[config.mk]
export PLATFORM = sky130hd
export DESIGN_NAME = rf_port_arbiter
export DESIGN_NICKNAME = d
export VERILOG_FILES = /design/src/rtl/rf_arb_pkg.sv /design/src/rtl/rr_arbiter.sv /design/src/rtl/rf_port_arbiter.sv
export SDC_FILE = /design/constraint.sdc
export NUM_CORES = 1
export LEC_CHECK = 0
export ABC_AREA = 0
export CELL_PAD_IN_SITES_DETAIL_PLACEMENT = 0
export CELL_PAD_IN_SITES_GLOBAL_PLACEMENT = 1
export CORE_UTILIZATION = 34
export CTS_CLUSTER_DIAMETER = 60
export DETAILED_ROUTE_END_ITERATION = 7
export PLACE_DENSITY = 0.84
export SKIP_CTS_REPAIR_TIMING = 1
export SLEW_MARGIN = 25
export SYNTH_ARGS = -nofsm -noshare
export SYNTH_HDL_FRONTEND = slang
export SYNTH_SLANG_ARGS = --single-unit
[constraint.sdc]
create_clock -name clock -period 2.05 [get_ports clock]
set_clock_uncertainty 0.15 [all_clocks]
set_input_delay 0.41 -clock clock [delete_from_list [all_inputs] [get_ports clock]]
set_output_delay 0.41 -clock clock [all_outputs]
set_load 0.02 [all_outputs]
[src/rtl/rf_arb_pkg.sv]
// Shared types and widths for the register-file port arbiter.
package rf_arb_pkg;

    localparam int unsigned RF_DATA_W = 16;
    localparam int unsigned RF_SEL_W  = 3;

    typedef enum logic [1:0] {
        IDLE,
        ACCESS,
        DONE
    } rf_arb_state_t;

    // One requester's access: direction, register index and write data
    typedef struct packed {
        logic                 we;
        logic [RF_SEL_W-1:0]  addr;
        logic [RF_DATA_W-1:0] wdata;
    } rf_txn_t;

    // Index width for n requesters, never narrower than one bit
    function automatic int unsigned idx_w(input int unsigned n);
        return (n > 1) ? $clog2(n) : 1;
    endfunction

endpackage

[src/rtl/rr_arbiter.sv]
// Combinational round-robin pick: first set request at or above rr_ptr, wrapping mod N.
module rr_arbiter
    import rf_arb_pkg::*;
#(
    parameter int unsigned N = 2
) (
    input  logic [N-1:0]        req,
    input  logic [idx_w(N)-1:0] rr_ptr,
    output logic [N-1:0]        win_oh_c,
    output logic [idx_w(N)-1:0] win_idx_c,
    output logic                any_req_c
);

    localparam int unsigned IW = idx_w(N);
    localparam int unsigned SW = IW + 1;

    logic [SW-1:0] cand;
    logic          found;

    // One spare bit holds rr_ptr + k before the modulo-N fold
    always_comb begin
        win_oh_c  = '0;
        win_idx_c = '0;
        found     = 1'b0;
        cand      = '0;
        for (int unsigned k = 0; k < N; k++) begin
            cand = SW'(rr_ptr) + SW'(k);
            if (cand >= SW'(N)) begin
                cand = cand - SW'(N);
            end
            if (!found && req[cand[IW-1:0]]) begin
                found                   = 1'b1;
                win_oh_c[cand[IW-1:0]]  = 1'b1;
                win_idx_c               = cand[IW-1:0];
            end
        end
    end

    assign any_req_c = |req;

endmodule

[src/rtl/rf_port_arbiter.sv]
// Round-robin arbiter owning the 8x16 register-file access path; one read or write per grant.
// Optional back-to-back locked grants when RF_ARB_LOCK_EN is defined.
module rf_port_arbiter
    import rf_arb_pkg::*;
#(
    parameter int unsigned NUM_REQ = 2
) (
    input  logic                         clock,
    input  logic                         reset_L,
    input  logic [NUM_REQ-1:0]           req,
    input  logic [NUM_REQ-1:0]           we,
    input  logic [NUM_REQ*RF_SEL_W-1:0]  addr,
    input  logic [NUM_REQ*RF_DATA_W-1:0] wdata,
`ifdef RF_ARB_LOCK_EN
    input  logic [NUM_REQ-1:0]           lock,
`endif
    output logic [NUM_REQ-1:0]           gnt,
    output logic [NUM_REQ-1:0]           ack,
    output logic [RF_DATA_W-1:0]         rdata,
    output logic                         busy,
    input  logic [RF_DATA_W-1:0]         rf_outB,
    output logic [RF_SEL_W-1:0]          rf_selA,
    output logic [RF_SEL_W-1:0]          rf_selB,
    output logic [RF_DATA_W-1:0]         rf_in,
    output logic                         rf_load_L
);

    localparam int unsigned IW = idx_w(NUM_REQ);

    rf_arb_state_t        state_q, state_d;
    rf_txn_t              txn_q, txn_d;
    rf_txn_t              txn_a [NUM_REQ];
    logic [IW-1:0]        win_q, win_d;
    logic [IW-1:0]        rr_ptr_q, rr_ptr_d;
    logic [NUM_REQ-1:0]   gnt_d, ack_d;
    logic [RF_DATA_W-1:0] rdata_d;
    logic                 load_q, load_d;
    logic [NUM_REQ-1:0]   arb_oh_c;
    logic [IW-1:0]        arb_idx_c;
    logic                 arb_any_c;
    logic                 relock_c;

    rr_arbiter #(.N(NUM_REQ)) u_rr (
        .req       (req),
        .rr_ptr    (rr_ptr_q),
        .win_oh_c  (arb_oh_c),
        .win_idx_c (arb_idx_c),
        .any_req_c (arb_any_c)
    );

    // Per-requester view of the flattened request buses
    always_comb begin
        for (int unsigned i = 0; i < NUM_REQ; i++) begin
            txn_a[i] = '{we:    we[i],
                         addr:  addr[i*RF_SEL_W +: RF_SEL_W],
                         wdata: wdata[i*RF_DATA_W +: RF_DATA_W]};
        end
    end

`ifdef RF_ARB_LOCK_EN
    assign relock_c = lock[win_q] & req[win_q];
`else
    assign relock_c = 1'b0;
`endif

    // Next state and next values of every registered output
    always_comb begin
        state_d  = state_q;
        txn_d    = txn_q;
        win_d    = win_q;
        rr_ptr_d = rr_ptr_q;
        gnt_d    = gnt;
        ack_d    = '0;
        rdata_d  = rdata;
        unique case (state_q)
            IDLE: begin
                if (arb_any_c) begin
                    state_d = ACCESS;
                    gnt_d   = arb_oh_c;
                    win_d   = arb_idx_c;
                    txn_d   = txn_a[arb_idx_c];
                end
            end
            ACCESS: begin
                state_d = DONE;
                ack_d   = gnt;
                if (!txn_q.we) begin
                    rdata_d = rf_outB;
                end
            end
            DONE: begin
                if (relock_c) begin
                    state_d = ACCESS;
                    txn_d   = txn_a[win_q];
                end else begin
                    state_d  = IDLE;
                    gnt_d    = '0;
                    rr_ptr_d = (win_q == IW'(NUM_REQ - 1)) ? '0 : win_q + IW'(1);
                end
            end
            default: begin
                state_d = IDLE;
                gnt_d   = '0;
            end
        endcase
        load_d = (state_d == ACCESS) && txn_d.we;
    end

    always_ff @(posedge clock) begin
        if (!reset_L) begin
            state_q  <= IDLE;
            txn_q    <= '0;
            win_q    <= '0;
            rr_ptr_q <= '0;
            gnt      <= '0;
            ack      <= '0;
            rdata    <= '0;
            load_q   <= 1'b0;
            busy     <= 1'b0;
        end else begin
            state_q  <= state_d;
            txn_q    <= txn_d;
            win_q    <= win_d;
            rr_ptr_q <= rr_ptr_d;
            gnt      <= gnt_d;
            ack      <= ack_d;
            rdata    <= rdata_d;
            load_q   <= load_d;
            busy     <= (state_d != IDLE);
        end
    end

    // Selects and data follow the latched fields; reset suppresses a write already in flight
    assign rf_selA   = txn_q.addr;
    assign rf_selB   = txn_q.addr;
    assign rf_in     = txn_q.wdata;
    assign rf_load_L = ~(load_q & reset_L);

endmodule

# Word-level counts from Yosys, hierarchy flattened
# Cells that the tools add are included.
dict set report totals {
  out_inout_bits 44
  register_bits 46
}
dict set report classes {
  addsub 4
  eq_ne 4
  muxes 25
  n_lt_le_gt_ge 7
  reduce_logical 12
  n_bitwise 6
}
# operator n
set ops {}
lappend ops {{two-way mux 20 bit} 5}
lappend ops {{two-way mux 1 bit} 12}
lappend ops {{two-way mux 2 bit} 4}
lappend ops {{case mux 2 bit (2 select lines)} 2}
lappend ops {{AND reduction 2 bit} 4}
lappend ops {{equality test 2 x 1 -> 1 bit, second input constant} 2}
lappend ops {{greater-or-equal comparator 2 bit, second input constant} 2}
lappend ops {{logical AND 1 bit} 4}
lappend ops {{less-than comparator 1 x 2 -> 1 bit, second input constant} 2}
lappend ops {{inverter 1 bit} 3}
lappend ops {{adder 1 x 1 -> 2 bit, second input constant} 1}
lappend ops {{demux 1 bit (select 1 bit)} 2}
lappend ops {{equality test 2 bit, second input constant} 1}
lappend ops {{greater-or-equal comparator 1 bit, second input constant} 2}
lappend ops {{greater-or-equal comparator 1 x 2 -> 1 bit, second input constant} 1}
lappend ops {{zero test 2 bit} 1}
lappend ops {{!= test 2 bit, second input constant} 1}
lappend ops {{inverter 1 -> 2 bit} 1}
lappend ops {{OR 2 bit} 1}
lappend ops {{nonzero test 2 bit} 1}
lappend ops {{OR reduction 2 bit} 1}
lappend ops {{subtractor 1 bit, second input constant} 2}
lappend ops {{adder 1 bit, second input constant} 1}
lappend ops {{bitwise AND 1 bit} 1}
lappend ops {{zero test 1 bit} 1}

# Depth between registers and ports, before layout
# Gate-level depths: netlist of run 1.
dict set report logic_depth {
  depth_word 15
  mapped_depth 5
  ltp_nobuf 3
}

# By module
# A second synthesis of run 1 with hierarchy kept.
dict set report unflattened {
  cells_unflattened 227
  area_unflattened_um2 2073.2
}
# mod cells_each seq_area_each_um2 area_per_inst_um2 instances
set by_module_without_submodules {}
lappend by_module_without_submodules {rf_port_arbiter 222 920.9 2040.7 1}
lappend by_module_without_submodules {rr_arbiter 5 0.0 32.5 1}

# Least setup slack after synthesis of run 1
# Ideal clock, no wire load.
dict set report synth_timing {
  path_kind {input to output}
  from {input port reset_L}
  to {output port rf_load_L}
  path_stages 3
  arrival_time_ns 1.080
  path_buffers 2
  slack_ns 0.410
  t_required_ns 1.490
  path_cell_list {clkbuf_1 > clkbuf_1 > nand2_1}
}
dict set report synth_via {
  elab_chain_len 2
}
# element line
set synth_lines {}
lappend synth_lines {{from (decl)} rf_port_arbiter.sv:9} ;# input logic reset_L,
lappend synth_lines {{bitwise AND 1 bit} rf_port_arbiter.sv:137} ;# assign rf_load_L = ~(load_q & reset_L);
lappend synth_lines {{inverter 1 bit} rf_port_arbiter.sv:137}
lappend synth_lines {{to (decl)} rf_port_arbiter.sv:25} ;# output logic rf_load_L
# No other way between the ends.

# Worst setup path after layout of run 1
dict set report layout_timing {
  from {register rdata[12]}
  to {output port rdata[12]}
}
# element line
set layout_lines {}
lappend layout_lines {{from (decl)} rf_port_arbiter.sv:19} ;# output logic [RF_DATA_W-1:0] rdata,
lappend layout_lines {{from (signal assigned)} rf_port_arbiter.sv:127} ;# rdata <= rdata_d;
# No word-level cell between the ends.

==> flow_metrics.tcl, run 1 <==
set metrics [dict create \
    async_reset_ff_frac 0 \
    synth_ff_type "dfxtp_1" \
    core_area_mm2 0.00687 \
    gr-total-overflow 0 \
    ir_drop_mv 0.237 \
    drive_gt1_frac 0.195 \
    clkTransAtPathRegs_ns 0.08 \
    layout_commonest_cell "clkdlybuf4s50_1" \
    ys_seq_area_frac 0.377 \
    gp_congestion 0.712 \
    antenna_found_initial 0 \
    r2r_cells 4 \
    rows 30 \
    synthCells 251 \
    synth.net_count 311 \
    tightest_slew_ns 0.409 \
    clock-root-buffer "clkbuf_8" \
    drtAntennaViolNets 0 \
    cp.required_ns 1.49 \
    place_area_mm2 0.00340 \
    worstPathArrival_ns 1.26 \
    boundaryPins 104 \
    dpl.hpwl_mm 3.95 \
    powerDensity_mw_per_mm2 658 \
    synth_cell_types 30 \
    vias 2050 \
    grt_pass1_wl_mm 9.20 \
    min_path_type "register to register" \
    cpMaxStageDelayCell "clkdlybuf4s50_1" \
    yosys_register_bits 46 \
    ys_warn_count 0 \
    h-tree-depth 2 \
    clock_sinks 46 \
    start_util 0.356 \
    drtPass1Iterations 4 \
    maxCapViolCount 0 \
    grt_pass1_vias 2003 \
    clk_latency_ns 0.29 \
    worstSetupPathType "register to primary output" \
    drc_errors 0 \
    rsz0062_at_grt "no" \
    syn_to_final_growth_pct 43.2 \
    outcome "finished, final reports clean" \
    grt_max_degree 44 \
    wl_mm 5.65 \
    critPathMaxFanout 2 \
    post-route-min-period_ns 1.82 \
    drv_slew 0 \
    drtIter0Drc 59 \
    p_leak_nw 1.42 \
    crit_chain "clkdlybuf4s50_1" \
    fin_crit_sh 0.890 \
    cp_slowest_stage_delay_ns 0.62 \
    die_area_mm2 0.00753 \
    grtUsageTotal 0.154 \
    crit_buf_inv 1 \
    finalHoldViolations 0 \
    clock.fmax_mhz 548 \
    mostFrequentLayoutCells "102 x clkdlybuf4s50_1, 46 x dfxtp_1, 27 x a21boi_0, 24 x nand2_1, 22 x and3_1" \
    avgSynthCellArea_um2 9.73 \
    nets 388 \
    hold_depth 2 \
    rrSetupSlack_ns 0.48 \
    setup_ws_ns 0.226 \
    hold_path.startpoint "rdata[7]$_SDFFE_PN0P_" \
    crit_path_start_kind "register" \
    antenna_cells 0 \
    synth-edff-count 0 \
    via_per_inst 4.82 \
    cts_buffers 5 \
    slew_headroom 0.728 \
    r2r-end "rdata[5]$_SDFFE_PN0P_" \
    whs_endpoint "rdata[7]$_SDFFE_PN0P_" \
    pre_cts_ws_ns -0.0525 \
    wl_per_cell_um 13.3 \
    cp_top_family "buffers and inverters" \
    cts_tree "done" \
    crit_path_end_kind "primary output" \
    die-height_um 86.8 \
    hold-worst-slack_ns 0.308 \
    r2r-start "state_q[0]$_SDFF_PN0_" \
    clockBufferDepth 2 \
    synthesis.area_mm2 0.00244 \
    fin_util 0.509 \
    final_cell_area_mm2 0.00350 \
    setup_viol 0 \
    die_x_um 86.8 \
    io_buffer_count 103 \
]
## worst register-to-register path: stages, from the launching register on
cell and delay (ns):
dfxtp_1 0.52, or3b_1 0.39, buf_4 0.22, nand2_1 0.09
a21boi_0 0.08
## flip-flops by register name (all words and copies together) (netlist names)
name      flops
ack           2
busy          1
gnt           2
load_q        1
rdata        16
rf_in        16
rf_selA       3
rr_ptr_q      1
state_q       2
txn_q         1
win_q         1
## kinds of logic (layout without fill, tap and decap cells)
family,Yosys count,in the layout,synth area share
simple gates,70,70,0.159
flops,46,46,0.377
compound gates,87,87,0.330
buf+inv,48,126,0.133
## routing by layer
layer,share of wire,vias up,track usage
met5,0,-,0
met4,0.012,0,0.0530
met3,0.062,7,0.0400
met2,0.48,73,0.274
met1,0.45,950,0.180
li1,-,1020,-
## stage by stage
step,std cells,TNS [ns],power (mW)
after CTS,425,-0.0657,2.35
after global placement,417,-0.0573,1.76
after detailed placement,417,-0.0947,1.77
after floorplan,251,0,1.51
after global routing,425,0,2.43
final,425,0,2.30
## worst max path at each step
| stage | start | end | slack [ns] | depth (start not counted) |
|---|---|---|---|---|
| finish | rdata[12]$_SDFFE_PN0P_ | rdata[12] | 0.23 | 1 |
| global route | rdata[12]$_SDFFE_PN0P_ | rdata[12] | 0.17 | 1 |
| CTS | reset_L | rf_load_L | -0.07 | 3 |
| detailed placement | reset_L | rf_load_L | -0.05 | 3 |
| global placement | reset_L | rf_load_L | -0.06 | 3 |
| floorplan | reset_L | rf_load_L | 0.41 | 3 |
## synthesized netlist by cell type, types with 2 or more instances
master / number / area [µm²]
o21bai_2: 20 / 225
nor2_1: 3 / 11.3
nand2_2: 10 / 62.6
a21boi_2: 10 / 113
and3_1: 22 / 138
o21ai_0: 3 / 15.0
o211a_1: 2 / 20.0
a21boi_0: 27 / 203
nand2_1: 24 / 90.1
a21oi_1: 2 / 10.0
clkbuf_1: 9 / 33.8
o311a_1: 20 / 200
and2_1: 2 / 12.5
inv_1: 2 / 7.51
buf_6: 5 / 56.3
nand2b_1: 2 / 12.5
buf_4: 23 / 173
dfxtp_1: 46 / 921
buf_2: 8 / 40.0
## cell type report
cell class                 instances  area (µm²)
fill                             656        3370
multi-input combinational        157        1200
timing repair buffer             116        1160
sequential                        46         921
tap                               96         120
clock buffer                       7        86.3
inverter                           2        7.51
clock inverter                     1        5.00
## where the power goes
part	total (mW)	leakage (nW)	switching (mW)	internal, mW
sequential	1.02	0.379	0.0463	0.972
combinational	0.719	0.991	0.316	0.402
clock	0.566	0.0482	0.294	0.272
total	2.30	1.42	0.657	1.65
Note: power is estimated with default switching activity, not from simulation.
==> inputs of run 2 (changes only) <==
Settings changed: CAP_MARGIN set to 10, CORE_ASPECT_RATIO set to 1.5.
==> run 2 against run 1 <==
  * The flow now finishes with violations (DRC)
  * Sequential cell count did not move
  * Sequential share of layout area rose by 0.12 points
  * Die area about the same
  * Register-to-register slack got worse by 0.17 ns
  * Critical endpoint is now rf_selA[0]
  * Largest cell class unchanged
==> flow_metrics.tcl, run 2 (synthesis results as in run 1) <==
set metrics [dict create \
    outcome "complete, but fails checks" \
    failed_checks "DRC" \
    min_path_type "register to register" \
    finalHoldViolations 0 \
    drtIter0Drc 68 \
    h-tree-depth 2 \
    crit_chain "clkdlybuf4s50_1" \
    drtPass1Iterations 6 \
    vias 2056 \
    crit_path_start_kind "register" \
    drv_slew 0 \
    wl_mm 5.73 \
    worstPathArrival_ns 1.28 \
    grt_pass1_wl_mm 9.36 \
    layout_commonest_cell "clkdlybuf4s50_1" \
    core_area_mm2 0.00690 \
    die_area_mm2 0.00753 \
    gp_congestion 0.689 \
    cp_slowest_stage_delay_ns 0.62 \
    crit_path_end_kind "primary output" \
    clock.fmax_mhz 545 \
    boundaryPins 104 \
    fin_setup_tns_ns 0 \
    die_x_um 71.2 \
    post-route-min-period_ns 1.84 \
    mostFrequentLayoutCells "102 x clkdlybuf4s50_1, 46 x dfxtp_1, 27 x a21boi_0, 24 x nand2_1, 22 x and3_1" \
    antenna_found_initial 0 \
    rsz0062_at_grt "no" \
    cp_top_family "buffers and inverters" \
    critPathMaxFanout 3 \
    drtAntennaViolNets 0 \
    nets 384 \
    p_leak_nw 1.41 \
    clock-root-buffer "clkbuf_8" \
    fin_util 0.505 \
    cts_tree "done" \
    maxCapViolCount 0 \
    r2r-start "state_q[0]$_SDFF_PN0_" \
    rows 37 \
    fin_crit_sh 0.895 \
    setup_viol 0 \
    clockBufferDepth 2 \
    syn_to_final_growth_pct 42.6 \
    drive_gt1_frac 0.178 \
    drc_errors 9 \
    r2r-end "rdata[1]$_SDFFE_PN0P_" \
    slew_headroom 0.507 \
    clkTransAtPathRegs_ns 0.08 \
    dpl.hpwl_mm 3.91 \
    grt_pass1_vias 1980 \
    antenna_cells 0 \
    place_inst 395 \
    crit_buf_inv 1 \
    die-height_um 106 \
    clock_sinks 46 \
    hold-worst-slack_ns 0.307 \
    cp-endpoint "rf_selA[0]" \
    instances_no_fill 403 \
    wl_per_cell_um 14.2 \
    start_util 0.354 \
    gr-total-overflow 0 \
    worstSetupPathType "register to primary output" \
    grtUsageTotal 0.157 \
    via_per_inst 5.10 \
    r2r_cells 3 \
    powerDensity_mw_per_mm2 690 \
    cp.required_ns 1.49 \
    tightest_slew_ns 0.739 \
    cts_buffers 5 \
    clk_latency_ns 0.29 \
    grt_max_degree 44 \
    cpMaxStageDelayCell "clkdlybuf4s50_1" \
    io_buffer_count 103 \
    crit_cells 1 \
    crit_start "rf_selA[0]$_SDFFE_PN0P_" \
    ir_drop_mv 0.339 \
    rrSetupSlack_ns 0.31 \
]
-- run 2: cell count changes in the layout (fill, tap and decap cells not counted), sizes merged --
cell    before  now
bufinv       0    1
clkinv       1    0
buf         13    9
-- run 2: final cells by class --
type,instances,area [µm²]
Clock buffer,7,76.3
Clock inverter,1,30.0
Fill cell,659,3420
Inverter,2,7.51
Multi-Input combinational cell,157,1200
Sequential cell,46,921
Tap cell,78,97.6
Timing Repair Buffer,112,1150
-- run 2: power breakdown --
| part | total, mW | internal, mW | switching (mW) | leakage [nW] |
|---|---|---|---|---|
| logic | 0.718 | 0.402 | 0.315 | 0.978 |
| registers | 1.02 | 0.972 | 0.0469 | 0.379 |
| clock network | 0.665 | 0.365 | 0.300 | 0.0524 |
| total | 2.40 | 1.74 | 0.662 | 1.41 |
-- run 2: worst min-delay path by stage --
stage                                        end  slack [ns]  cells past startpoint              startpoint
after floorplan               win_q$_SDFFE_PN0P_        0.31                      2      win_q$_SDFFE_PN0P_
after global placement    rdata[15]$_SDFFE_PN0P_        0.30                      2  rdata[15]$_SDFFE_PN0P_
after detailed placement  rdata[10]$_SDFFE_PN0P_        0.30                      2  rdata[10]$_SDFFE_PN0P_
after CTS                 rdata[10]$_SDFFE_PN0P_        0.31                      2  rdata[10]$_SDFFE_PN0P_
after global routing       rdata[9]$_SDFFE_PN0P_        0.33                      2   rdata[9]$_SDFFE_PN0P_
final                     rdata[10]$_SDFFE_PN0P_        0.31                      2  rdata[10]$_SDFFE_PN0P_
-- run 2: stage by stage --
stage,cell area (µm²),setup slack [ns],total power [mW]
after CTS,3480,-0.0110,2.45
final,3480,0.215,2.40
after global placement,3370,-0.0146,1.76
after detailed placement,3370,-0.0495,1.77
after floorplan,2440,0.410,1.51
after global routing,3480,0.134,2.54
-- run 2: layer usage --
metal / vias up / GRT usage / wire length [µm]
met5: - / 0 / 0
met4: 0 / 0.0471 / 76
met3: 7 / 0.0488 / 454
met2: 77 / 0.281 / 2940
met1: 965 / 0.173 / 2250
li1: 1007 / - / -
==> inputs of run 3 (changes only) <==
Settings changed: SKIP_CTS_REPAIR_TIMING 1 to unset.
==> run 3 against run 2 <==
  * The run still ends with DRC left
  * Total power is essentially flat
  * Combinational power is essentially flat
  * Final cell count is the same
  * Non-clock buffer count is the same
  * Core utilization shrank 0.054 points
  * First-iteration DRC count is the same
  * Sequential share of layout area is essentially flat
  * Critical path depth is the same
  * Sequential power is essentially flat
  * Hold slack is the same
  * Sequential cell count is the same
==> flow_metrics.tcl, run 3 (synthesis results as in run 1) <==
set metrics [dict create \
    slew_headroom 0.507 \
    core_area_mm2 0.00690 \
    rrSetupSlack_ns 0.31 \
    wl_mm 5.73 \
    grt_pass1_vias 1980 \
    mostFrequentLayoutCells "102 x clkdlybuf4s50_1, 46 x dfxtp_1, 27 x a21boi_0, 24 x nand2_1, 22 x and3_1" \
    powerDensity_mw_per_mm2 690 \
    hold_buffers 0 \
    crit_chain "clkdlybuf4s50_1" \
    nets 384 \
    die_area_mm2 0.00753 \
    cts_tree "done" \
    cp_slowest_stage_delay_ns 0.62 \
    grt_max_degree 44 \
    cp.required_ns 1.49 \
    drtAntennaViolNets 0 \
    layout_commonest_cell "clkdlybuf4s50_1" \
    drtIter0Drc 68 \
    r2r-end "rdata[1]$_SDFFE_PN0P_" \
    clkTransAtPathRegs_ns 0.08 \
    drtPass1Iterations 6 \
    syn_to_final_growth_pct 42.4 \
    boundaryPins 104 \
    clk_latency_ns 0.29 \
    fin_setup_tns_ns 0 \
    grtUsageTotal 0.157 \
    start_util 0.354 \
    dpl.hpwl_mm 3.91 \
    cpMaxStageDelayCell "clkdlybuf4s50_1" \
    vias 2056 \
    place_area_mm2 0.00337 \
    min_path_type "register to register" \
    r2r-start "state_q[0]$_SDFF_PN0_" \
    tightest_slew_ns 0.739 \
    p_leak_nw 1.41 \
    grt_pass1_wl_mm 9.36 \
    antenna_found_initial 0 \
    h-tree-depth 2 \
    crit_buf_inv 1 \
    cp_top_family "buffers and inverters" \
    die-height_um 106 \
    die_x_um 71.2 \
    finalHoldViolations 0 \
    outcome "complete, but fails checks" \
    failed_checks "DRC" \
    antenna_cells 0 \
    gp_congestion 0.689 \
    fill_cells 659 \
    hold_depth 2 \
    clock_sinks 46 \
    r2r_cells 3 \
    gr-total-overflow 0 \
    post_cts_buffers 0 \
    wl_per_cell_um 14.2 \
    clockBufferDepth 2 \
    drive_gt1_frac 0.178 \
    hold_path.startpoint "rdata[10]$_SDFFE_PN0P_" \
    via_per_inst 5.10 \
    rows 37 \
    setup_viol 0 \
    drv_slew 0 \
    cts_buffers 5 \
    io_buffer_count 103 \
    final_cell_area_mm2 0.00348 \
    post-route-min-period_ns 1.84 \
    critPathMaxFanout 3 \
    clock.fmax_mhz 545 \
    rsz0062_at_grt "no" \
    crit_path_start_kind "register" \
    drc_errors 9 \
    ir_drop_mv 0.339 \
    maxCapViolCount 0 \
    crit_path_end_kind "primary output" \
    worstSetupPathType "register to primary output" \
    clock-root-buffer "clkbuf_8" \
    worstPathArrival_ns 1.28 \
    fin_crit_sh 0.895 \
    whs_endpoint "rdata[10]$_SDFFE_PN0P_" \
]
[run 3: cell count changes in the layout (fill, tap and decap cells not counted)]
cell and change:
dlymetal6s2s_1 -1, dlygate4sd2_1 +1
[run 3: worst max path at each step]
stage	startpoint	end	slack [ns]	cells past startpoint
3_3_place_gp	reset_L	rf_load_L	-0.01	3
4_1_cts	rf_selA[1]$_SDFFE_PN0P_	rf_selA[1]	0.19	1
5_1_grt	state_q[0]$_SDFF_PN0_	rdata[2]$_SDFFE_PN0P_	0.13	3
3_5_place_dp	req[1]	win_q$_SDFFE_PN0P_	-0.05	5
6_report	rf_selA[0]$_SDFFE_PN0P_	rf_selA[0]	0.21	1
2_1_floorplan	reset_L	rf_load_L	0.41	3
[run 3: metrics by stage]
step	cells	utilization	hold WS (ns)	total power [mW]	setup slack (ns)
finish	403	0.504	0.307	2.40	0.215
CTS	403	0.504	0.312	2.45	0.195
global route	403	0.504	0.326	2.54	0.134
detailed placement	395	0.489	0.299	1.77	-0.0495
global placement	395	0.489	0.295	1.76	-0.0146
floorplan	251	-	0.308	1.51	0.410
[run 3: final cells by class]
cell class                      count  area, µm²  share of cell area
Timing Repair Buffer              112       1150               0.330
Clock buffer                        7       76.3              0.0219
Sequential cell                    46        921               0.265
Inverter                            2       7.51             0.00216
Tap cell                           78       97.6              0.0281
Clock inverter                      1       30.0             0.00863
Multi-Input combinational cell    157       1200               0.345
[run 3: power breakdown]
group          leakage (nW)  switching [mW]  internal, mW  total [mW]
sequential            0.379          0.0469         0.972        1.02
clock                0.0524           0.300         0.365       0.665
combinational         0.976           0.315         0.402       0.717
total                  1.41           0.662          1.74        2.40
[run 3: layer usage]
layer  GRT usage  share of wire
met2       0.281           0.51
met1       0.173           0.39
met3      0.0488          0.079
met5           0              0
met4      0.0471          0.013
[run 3: timing repair]
item | in CTS | in global routing
resized for setup | 1 | 0
setup endpoints to repair | 1 | 0
hold endpoints to repair | 0 | 0
